## src/rtl/add64_seq_if.sv

```systemverilog
// Bundle of the request, result and external-adder signals of the sequential 64-bit adder.
// The slave side is the sequencer; the master side is its environment (upstream, consumer and adder).
interface add64_seq_if;
   logic        in_valid;
   logic        in_ready;
   logic [63:0] in_a;
   logic [63:0] in_b;
   logic        in_ci;
   logic [31:0] add_a;
   logic [31:0] add_b;
   logic        add_ci;
   logic [31:0] add_s;
   logic        add_co;
   logic        out_valid;
   logic        out_ready;
   logic [63:0] out_sum;
   logic        out_co;
   logic        out_ovf;

   modport slave (
      input  in_valid, in_a, in_b, in_ci, add_s, add_co, out_ready,
      output in_ready, add_a, add_b, add_ci, out_valid, out_sum, out_co, out_ovf
   );

   modport master (
      output in_valid, in_a, in_b, in_ci, add_s, add_co, out_ready,
      input  in_ready, add_a, add_b, add_ci, out_valid, out_sum, out_co, out_ovf
   );
endinterface

```

## src/rtl/add64_seq.sv

```systemverilog
// 64-bit add sequenced through an external registered 32-bit adder: low half, then high half
// with the low carry chained in, each half waiting LAT edges for the adder to settle.
module add64_seq #(
   parameter int LAT = 1
) (
   input  logic         clk,
   input  logic         reset_n,
   add64_seq_if.slave   bus
);

   typedef enum logic [1:0] {
      S_IDLE = 2'd0,
      S_LO   = 2'd1,
      S_HI   = 2'd2,
      S_DONE = 2'd3
   } state_t;

   localparam logic [3:0] CNT_INIT = 4'(LAT - 1);

   // Signed overflow from the operand sign bits and the result sign bit.
   function automatic logic signed_ovf(input logic a_msb, input logic b_msb, input logic s_msb);
      return (a_msb == b_msb) && (s_msb != a_msb);
   endfunction

   state_t      state_q, state_d;
   logic [3:0]  cnt_q, cnt_d;
   logic [31:0] a_hi_q, a_hi_d;
   logic [31:0] b_hi_q, b_hi_d;
   logic [31:0] lo_q, lo_d;
   logic [31:0] add_a_q, add_a_d;
   logic [31:0] add_b_q, add_b_d;
   logic        add_ci_q, add_ci_d;
   logic [63:0] sum_q, sum_d;
   logic        co_q, co_d;
   logic        ovf_q, ovf_d;
   logic        in_ready_s;
   logic        out_valid_s;

   // State register.
   always_ff @(posedge clk or negedge reset_n) begin
      if (!reset_n) begin
         state_q <= S_IDLE;
      end else begin
         state_q <= state_d;
      end
   end

   // Next-state decode.
   always_comb begin
      state_d = state_q;
      case (state_q)
         S_IDLE:  if (bus.in_valid)    state_d = S_LO;   else state_d = S_IDLE;
         S_LO:    if (cnt_q == 4'd0)   state_d = S_HI;   else state_d = S_LO;
         S_HI:    if (cnt_q == 4'd0)   state_d = S_DONE; else state_d = S_HI;
         S_DONE:  if (bus.out_ready)   state_d = S_IDLE; else state_d = S_DONE;
         default: state_d = S_IDLE;
      endcase
   end

   // Handshake outputs; in_ready drops with reset_n without waiting for an edge.
   always_comb begin
      in_ready_s  = 1'b0;
      out_valid_s = 1'b0;
      case (state_q)
         S_IDLE:  in_ready_s  = reset_n;
         S_DONE:  out_valid_s = 1'b1;
         default: begin
            in_ready_s  = 1'b0;
            out_valid_s = 1'b0;
         end
      endcase
   end

   // Datapath next values: operand capture, half sequencing, result update.
   always_comb begin
      cnt_d    = cnt_q;
      a_hi_d   = a_hi_q;
      b_hi_d   = b_hi_q;
      lo_d     = lo_q;
      add_a_d  = add_a_q;
      add_b_d  = add_b_q;
      add_ci_d = add_ci_q;
      sum_d    = sum_q;
      co_d     = co_q;
      ovf_d    = ovf_q;
      case (state_q)
         S_IDLE: begin
            if (bus.in_valid) begin
               a_hi_d   = bus.in_a[63:32];
               b_hi_d   = bus.in_b[63:32];
               add_a_d  = bus.in_a[31:0];
               add_b_d  = bus.in_b[31:0];
               add_ci_d = bus.in_ci;
               cnt_d    = CNT_INIT;
            end else begin
               cnt_d    = cnt_q;
            end
         end
         S_LO: begin
            if (cnt_q != 4'd0) begin
               cnt_d    = cnt_q - 4'd1;
            end else begin
               lo_d     = bus.add_s;
               add_a_d  = a_hi_q;
               add_b_d  = b_hi_q;
               add_ci_d = bus.add_co;
               cnt_d    = CNT_INIT;
            end
         end
         S_HI: begin
            if (cnt_q != 4'd0) begin
               cnt_d = cnt_q - 4'd1;
            end else begin
               sum_d = {bus.add_s, lo_q};
               co_d  = bus.add_co;
               ovf_d = signed_ovf(a_hi_q[31], b_hi_q[31], bus.add_s[31]);
            end
         end
         S_DONE: begin
            cnt_d = cnt_q;
         end
         default: begin
            cnt_d = 4'd0;
         end
      endcase
   end

   // Datapath registers.
   always_ff @(posedge clk or negedge reset_n) begin
      if (!reset_n) begin
         cnt_q    <= 4'd0;
         a_hi_q   <= 32'd0;
         b_hi_q   <= 32'd0;
         lo_q     <= 32'd0;
         add_a_q  <= 32'd0;
         add_b_q  <= 32'd0;
         add_ci_q <= 1'b0;
         sum_q    <= 64'd0;
         co_q     <= 1'b0;
         ovf_q    <= 1'b0;
      end else begin
         cnt_q    <= cnt_d;
         a_hi_q   <= a_hi_d;
         b_hi_q   <= b_hi_d;
         lo_q     <= lo_d;
         add_a_q  <= add_a_d;
         add_b_q  <= add_b_d;
         add_ci_q <= add_ci_d;
         sum_q    <= sum_d;
         co_q     <= co_d;
         ovf_q    <= ovf_d;
      end
   end

   assign bus.in_ready  = in_ready_s;
   assign bus.out_valid = out_valid_s;
   assign bus.add_a     = add_a_q;
   assign bus.add_b     = add_b_q;
   assign bus.add_ci    = add_ci_q;
   assign bus.out_sum   = sum_q;
   assign bus.out_co    = co_q;
   assign bus.out_ovf   = ovf_q;

endmodule

```

## src/flat_wrapper.sv

```systemverilog
// flat-port wrapper written by rule: the top's interface ports become plain ports
module add64_seq_flat 
#(
   parameter int LAT = 1
)
  (clk, reset_n, bus_in_valid, bus_in_a, bus_in_b, bus_in_ci, bus_add_s, bus_add_co, bus_out_ready, bus_in_ready, bus_add_a, bus_add_b, bus_add_ci, bus_out_valid, bus_out_sum, bus_out_co, bus_out_ovf);
  add64_seq_if bus_i ();
  input  logic clk;
  input  logic reset_n;
  input wire logic [$bits(bus_i.in_valid)-1:0] bus_in_valid;
  input wire logic [$bits(bus_i.in_a)-1:0] bus_in_a;
  input wire logic [$bits(bus_i.in_b)-1:0] bus_in_b;
  input wire logic [$bits(bus_i.in_ci)-1:0] bus_in_ci;
  input wire logic [$bits(bus_i.add_s)-1:0] bus_add_s;
  input wire logic [$bits(bus_i.add_co)-1:0] bus_add_co;
  input wire logic [$bits(bus_i.out_ready)-1:0] bus_out_ready;
  output wire logic [$bits(bus_i.in_ready)-1:0] bus_in_ready;
  output wire logic [$bits(bus_i.add_a)-1:0] bus_add_a;
  output wire logic [$bits(bus_i.add_b)-1:0] bus_add_b;
  output wire logic [$bits(bus_i.add_ci)-1:0] bus_add_ci;
  output wire logic [$bits(bus_i.out_valid)-1:0] bus_out_valid;
  output wire logic [$bits(bus_i.out_sum)-1:0] bus_out_sum;
  output wire logic [$bits(bus_i.out_co)-1:0] bus_out_co;
  output wire logic [$bits(bus_i.out_ovf)-1:0] bus_out_ovf;
  assign bus_i.in_valid = bus_in_valid;
  assign bus_i.in_a = bus_in_a;
  assign bus_i.in_b = bus_in_b;
  assign bus_i.in_ci = bus_in_ci;
  assign bus_i.add_s = bus_add_s;
  assign bus_i.add_co = bus_add_co;
  assign bus_i.out_ready = bus_out_ready;
  assign bus_in_ready = bus_i.in_ready;
  assign bus_add_a = bus_i.add_a;
  assign bus_add_b = bus_i.add_b;
  assign bus_add_ci = bus_i.add_ci;
  assign bus_out_valid = bus_i.out_valid;
  assign bus_out_sum = bus_i.out_sum;
  assign bus_out_co = bus_i.out_co;
  assign bus_out_ovf = bus_i.out_ovf;
  add64_seq #(.LAT(LAT)) u_core (.clk(clk), .reset_n(reset_n), .bus(bus_i));
endmodule
```

## config.mk

```make
export PLATFORM = sky130hd
export DESIGN_NAME = add64_seq_flat
export DESIGN_NICKNAME = d
export VERILOG_FILES = /design/src/rtl/add64_seq_if.sv /design/src/rtl/add64_seq.sv /design/src/flat_wrapper.sv
export SDC_FILE = /design/constraint.sdc
export NUM_CORES = 1
export LEC_CHECK = 0
export BUFFER_PORTS_ARGS = -buffer_cell sky130_fd_sc_hd__buf_2
export CAP_MARGIN = 10
export CORE_UTILIZATION = 55
export CTS_BUF_LIST = sky130_fd_sc_hd__clkbuf_16
export CTS_CLUSTER_DIAMETER = 50
export DETAILED_ROUTE_END_ITERATION = 8
export PLACE_DENSITY_LB_ADDON = 0.25
export SYNTH_ARGS = -nofsm -noshare
export SYNTH_HDL_FRONTEND = slang
export SYNTH_SLANG_ARGS = --single-unit
```

## constraint.sdc

```tcl
create_clock -name clk -period 3 [get_ports clk]
set_clock_uncertainty 0.15 [all_clocks]
set_input_delay 0.3 -clock clk [delete_from_list [all_inputs] [get_ports clk]]
set_output_delay 0.3 -clock clk [all_outputs]
set_load 0.005 [all_outputs]
```

==> impl_metrics.csv, run 1 <==
group,metric,value,unit
die,die_y,133,um
worst_setup_path,reg2reg_from,"u_core.cnt_q[0]",
power,p_int,9.52,mW
yosys,synth-seq-area-share,62.1,%
power,power.leakage,6.28,nW
die,core-area,0.0166,mm^2
worst_setup_path,setup.worst_path.class,"reg2reg",
worst_setup_path,r2r-end,"u_core.bus.out_sum[37]",
die,initial_core_util,56.4,%
final_layout,multi_input_area,0.00336,mm^2
placement,port-buffer-count,298,
yosys,synth_top_area_cell,"dfrtp_1",
grt,antenna_found_initial,1,
grt,grt_pass1_wl,43200,um
die,die-area,0.0176,mm^2
placement,place_congestion,0.808,
worst_setup_path,crit_required,3.23,ns
yosys,synthCells,679,
power,p_switching,5.01,mW
power,power_density,1070,mW/mm^2
grt,grtUsageTotal,31.5,%
timing,max-slew-margin-rel,53.5,%
yosys,synth_cell_type_count,25,
power,power_frac_seq,39.3,%
yosys,syn_avg_cell_area,13.8,um^2
die,ios,299,
grt,grt_util_met1,37.4,%
clock_tree,cts-resized-gates,0,
timing,period_needed,2.48,ns
final_layout,drive_gt1_share,44.4,%
run_status,status,"finished, final reports clean",
clock_tree,cts_made_buffers,25,
grt,grt_use_met2,56.1,%
grt,grt_max_degree,120,
worst_hold_path,min_path_cells,4,
final_layout,nNetsFinal,1313,
timing,hold-worst-slack,0.0249,ns
grt,grt_use_met3,6.55,%
power,swShare,34.5,%
worst_setup_path,critPathLaunchType,"flop",
route,avgViaCountPerCell,5.36,
clock_tree,cts_buffer_depth,3,
placement,dp_hpwl,14300,um
run,drv_cap,0,
yosys,syn_area,0.00938,mm^2
clock_tree,cts-root-buf,"clkbuf_16",
timing,setup_violations,0,
route,ant_nets,0,
timing,period_share,82.7,%
grt,grt_busiest_layer,"met2",
die,die_x,133,um
timing,tightest_slew,0.698,ns
route,firstDrtPassIters,7,
final_layout,nFillCells,856,
grt,grt_pass1_vias,8128,
final_layout,post-route-util,81.6,%
route,drt-wirelength-per-cell,19.5,um
clock_tree,clock-sinks,233,
route,drc,0,
clock_tree,htree_levels,1,
worst_setup_path,critical_path.max_fanout,41,
worst_setup_path,arrival,2.71,ns
yosys,ys_warn_count,0,
power,vdd_drop_max,0.696,mV
yosys,yosys-top-cells-area,"dfrtp_1, mux2_2, mux2i_1",
final_layout,seq_area,0.00583,mm^2
worst_hold_path,hold_start,"bus_out_ready",
grt,grt_overflow,0,
die,num_rows,47,
final_layout,areaGrowthSynthToFinish,44.7,%
timing,final_max_slew_viol_count,0,
worst_setup_path,rrSetupSlack,0.52,ns
yosys,synth_top_area_share,62.1,%
clock_tree,clk_pin_slew_worst_paths,0.06,ns
timing,rsz0062_at_grt,"false",
worst_setup_path,critPathCaptureType,"flop",
power,power,14.5,mW
timing,max_clock_freq,0.403,GHz
worst_hold_path,min_path_type,"in2reg",
clock_tree,cts_tree,"built",
timing,tns,0,ns
route,vias,7371,
yosys,syn_nets,852,
route,drtIter0Drc,384,
clock_tree,clock_latency,0.51,ns
yosys,synth_seq_cells,233,
power,power_frac_comb,39.9,%
worst_setup_path,reg2regPathDepth,6,
route,detail_route.wirelength,26900,um
worst_hold_path,hold_end,"u_core.state_q[1]",
power,clock_power_share,20.8,%
timing,hold_viol,0,
power by group through the flow:
| stage | clock, mW | combinational (mW) | sequential [mW] |
|---|---|---|---|
| global placement | 0 | 5.20 | 5.54 |
| CTS | 3.03 | 5.60 | 5.59 |
| finish | 3.02 | 5.80 | 5.72 |
| floorplan | 0 | 3.51 | 5.56 |
| detailed placement | 0 | 5.39 | 5.61 |
| global route | 3.18 | 6.26 | 5.89 |
cell usage in the layout, fill, tap and decap left out, types with 4 or more instances in the layout:
cell and count:
a21oi_1 68, buf_12 6, buf_2 297, buf_4 7
clkbuf_16 25, clkinv_1 4, clkinv_2 4, dfrtp_1 233
dlygate4sd3_1 163, ha_1 6, inv_1 6, mux2_2 161
mux2i_1 65, nor2_1 72, o21ai_0 9
through the flow:
step           cell area, um^2  std cells  setup slack, ns
2_1_floorplan             9380        679             1.00
3_3_place_gp             11200       1170            0.653
3_5_place_dp             11200       1170            0.564
4_1_cts                  13600       1375            0.543
5_1_grt                  13600       1376            0.375
6_report                 13600       1376            0.519
worst max-delay path by stage:
stage / from / to / cells past startpoint
floorplan: u_core.cnt_q[0] / u_core.lo_q[10] / 7
global placement: u_core.cnt_q[0] / u_core.bus.out_sum[61] / 6
detailed placement: u_core.cnt_q[0] / u_core.bus.out_sum[57] / 6
CTS: u_core.cnt_q[0] / u_core.bus.out_sum[35] / 6
global route: u_core.cnt_q[0] / u_core.bus.out_sum[37] / 6
finish: u_core.cnt_q[0] / u_core.bus.out_sum[37] / 6
flip-flops by register name, indices dropped and copies added, names as in the netlist:
name                count
u_core.bus.add_b       32
u_core.lo_q            32
u_core.bus.add_a       32
u_core.state_q          2
u_core.a_hi_q          32
u_core.b_hi_q          32
u_core.cnt_q            4
u_core.bus.out_ovf      1
u_core.bus.out_co       1
u_core.bus.add_ci       1
u_core.bus.out_sum     64
logic make-up (layout without fill, tap and decap cells):
family	Yosys count	in the layout	synth area share [%]
AOI/OAI and AO/OA	80	80	4.41
adders and majority gates	7	7	0.933
buffers and inverters	44	520	2.33
DFF	233	233	62.1
muxes	226	226	26.3
other	0	1	0
and+or+nand+nor	89	89	3.93
synthesized netlist by cell type:
| cell type | count |
|---|---|
| buf_2 | 22 |
| nand2_1 | 3 |
| nor2b_1 | 2 |
| inv_1 | 4 |
| buf_4 | 5 |
| ha_1 | 7 |
| a211oi_2 | 1 |
| nor3b_1 | 2 |
| a211oi_1 | 1 |
| a21oi_1 | 68 |
| or3b_1 | 1 |
| dfrtp_1 | 233 |
| nand2b_1 | 1 |
| nand3_1 | 1 |
| mux2_2 | 161 |
| clkbuf_1 | 9 |
| nor3_1 | 3 |
| or2_2 | 1 |
| nor2_1 | 72 |
| o2111ai_1 | 1 |
| o21ai_0 | 9 |
| buf_1 | 3 |
| mux2i_1 | 65 |
| buf_6 | 1 |
| and2_1 | 3 |
critical path, stage by stage, from the launching register on:
cell     delay (ns)
dfrtp_1        0.40
inv_1          0.09
ha_1           0.16
nor3b_1        0.33
and2_2         0.51
buf_12         0.30
mux2_2         0.38
area by class of cell:
class	count	share of cell area [%]
Antenna cell	1	0.0184
Timing Repair Buffer	474	24.3
Sequential cell	233	42.9
Clock inverter	17	1.23
Multi-Input combinational cell	402	24.7
Clock buffer	25	4.61
Inverter	4	0.111
Tap cell	220	2.03
what timing repair did:
action	in CTS	in global routing
endpoints found under the hold margin	253	0
setup endpoints to repair	0	0
buffers inserted	0	0
hold buffers	163	0
routing by layer:
layer	wire length, um	vias up
li1	-	3307
met1	10300	3645
met2	13900	345
met3	1790	74
met4	960	0
met5	0	-
No activity file was read; power rests on OpenSTA's default activity.
==> run 2, diff against run 1 <==
- CORE_UTILIZATION: 55 -> 46
- clock period: 3 -> 2 ns (I/O delays scaled with it)
==> run 2 against run 1 <==
- the flow now finishes with violations (negative setup slack)
- design area grew 8.6%
- largest cell class unchanged
- critical path depth grew 2
- critical endpoint is now u_core.bus.add_b[31]
- utilization shrank 6.8 points
- critical path type unchanged
- highest routed layer unchanged
- flip-flop and latch count is the same
==> impl_metrics.csv, run 2 (synthesis results as in run 1) <==
group,metric,value,unit
grt,antenna_found_initial,1,
clock_tree,cts_tree,"built",
worst_setup_path,cp_top_family,"buffers and inverters",
final_layout,drive_gt1_share,50.8,%
die,initial_core_util,47.6,%
final_layout,nFillCells,1186,
final_layout,areaGrowthSynthToFinish,57.2,%
worst_setup_path,crit_required,2.25,ns
route,ant_nets,0,
power,swShare,34.3,%
worst_setup_path,cp.depth,8,
final_layout,largest_reg_flops,64,
timing,rsz0062_at_grt,"true",
timing,worst_slack,-0.107,ns
route,vias,7515,
die,die-area,0.0210,mm^2
die,ios,299,
clock_tree,cts_made_buffers,29,
run,drv_cap,0,
route,drt-wirelength-per-cell,18.7,um
grt,grt_max_degree,117,
final_layout,post-route-util,74.8,%
clock_tree,clock_latency,0.52,ns
grt,grt_overflow,0,
timing,tightest_slew,0.893,ns
placement,place_congestion,0.755,
final_layout,final_common_cell,"buf_2",
placement,dp_hpwl,15000,um
timing,setup_violations,88,
clock_tree,htree_levels,1,
worst_setup_path,worst-path-buf-inv,4,
die,die_x,145,um
timing,hold-worst-slack,0.175,ns
placement,placed_cells,1235,
route,detail_route.wirelength,27600,um
power,vdd_drop_max,0.914,mV
final_layout,final_cells,1477,
power,p_switching,8.44,mW
timing,period_share,105,%
die,die_y,145,um
timing,max_clock_freq,0.475,GHz
final_layout,final_cell_mix,"buf_2, dfrtp_1, dlygate4sd3_1",
timing,period_needed,2.11,ns
power,p_int,16.2,mW
placement,placed_cell_area,0.0114,mm^2
power,power_density,1670,mW/mm^2
grt,grtUsageTotal,24.1,%
worst_setup_path,reg2regPathDepth,8,
route,drtIter0Drc,232,
final_layout,design_area,0.0148,mm^2
run_status,status,"complete, but fails checks",
final_layout,seq_area,0.00583,mm^2
power,power.leakage,6.74,nW
timing,tns,-3.64,ns
timing,final_max_slew_viol_count,0,
clock_tree,cts-root-buf,"clkbuf_16",
grt,grt_pass1_wl,39300,um
worst_setup_path,setup.worst_path.class,"reg2reg",
route,avgViaCountPerCell,5.09,
clock_tree,clk_pin_slew_worst_paths,0.05,ns
worst_setup_path,critPathCaptureType,"flop",
worst_setup_path,crit_slowest_cell,"or3b_4",
worst_setup_path,arrival,2.36,ns
timing,max-slew-margin-rel,40.3,%
grt,grt_pass1_vias,7791,
clock_tree,clock-sinks,233,
timing,hold_viol,0,
power,power,24.6,mW
worst_setup_path,critical_path.max_fanout,6,
final_layout,multi_input_area,0.00364,mm^2
clock_tree,cts_buffer_depth,3,
route,drc,0,
worst_setup_path,path_cells,"inv_2 -> ha_4 -> or3b_4 -> a211oi_4 -> buf_6 -> buf_12 -> bufbuf_16 -> a21oi_1",
power,power_frac_comb,45.3,%
final_layout,nNetsFinal,1363,
worst_hold_path,min_path_type,"in2async",
placement,pre_cts_slack,-0.134,ns
run_status,violations,"negative setup slack",
worst_setup_path,rrSetupSlack,-0.11,ns
die,core-area,0.0197,mm^2
die,num_rows,51,
worst_setup_path,max_stage_delay,0.39,ns
power,power_frac_seq,35.0,%
placement,port-buffer-count,298,
power,clock_power_share,19.8,%
worst_setup_path,critPathLaunchType,"flop",
route,firstDrtPassIters,4,
run 2: path summary, 6_finish.rpt:
| path | startpoint | endpoint |
|---|---|---|
| hold / removal | reset_n | u_core.a_hi_q[31] |
| setup / recovery | u_core.cnt_q[0] | u_core.bus.add_b[31] |
| min in group clk | bus_in_a[32] | u_core.a_hi_q[0] |
| setup reg to reg | u_core.cnt_q[0] | u_core.bus.add_b[31] |
| max in group asynchronous | reset_n | u_core.bus.out_sum[49] |
| hold reg to reg | u_core.lo_q[6] | u_core.bus.out_sum[6] |
run 2: final cells by class:
| cell class | instances | area share (%) |
|---|---|---|
| antenna | 2 | 0.0339 |
| clock buffer | 29 | 4.92 |
| clock inverter | 22 | 1.09 |
| inverter | 4 | 0.102 |
| multi-input combinational | 403 | 24.7 |
| sequential | 233 | 39.5 |
| tap | 265 | 2.25 |
| timing repair buffer | 519 | 27.4 |
run 2: power groups by stage:
stage	Sequential, mW	Clock [mW]	Combinational [mW]
final	8.61	4.87	11.2
after global placement	8.33	0	8.32
after global routing	8.86	5.17	12.0
after floorplan	8.34	0	5.26
after CTS	8.38	4.92	9.35
after detailed placement	8.43	0	8.57
run 2: routing by layer:
metal | part of all wire (%) | vias to the layer above | GRT usage (%)
li1 | - | 3408 | -
met2 | 51 | 327 | 41.5
met3 | 7.3 | 50 | 6.48
met4 | 2.2 | 0 | 8.14
met5 | 0 | - | 0
met1 | 40 | 3730 | 29.2
run 2: timing repair:
item                                    in CTS  in global routing
hold buffers                               166                  0
buffers inserted                             3                  3
gates resized for setup                     15                 83
hold endpoints to repair                   430                  0
endpoints found under the setup margin     117                156
gates cloned                                 3                 15
pin swaps                                    1                  0
run 2: worst register-to-register path: stages, from the launching register on:
cell       delay, ns
dfrtp_1         0.38
inv_2           0.09
ha_4            0.13
or3b_4          0.39
a211oi_4        0.23
buf_6           0.16
buf_12          0.14
bufbuf_16       0.26
a21oi_1         0.06
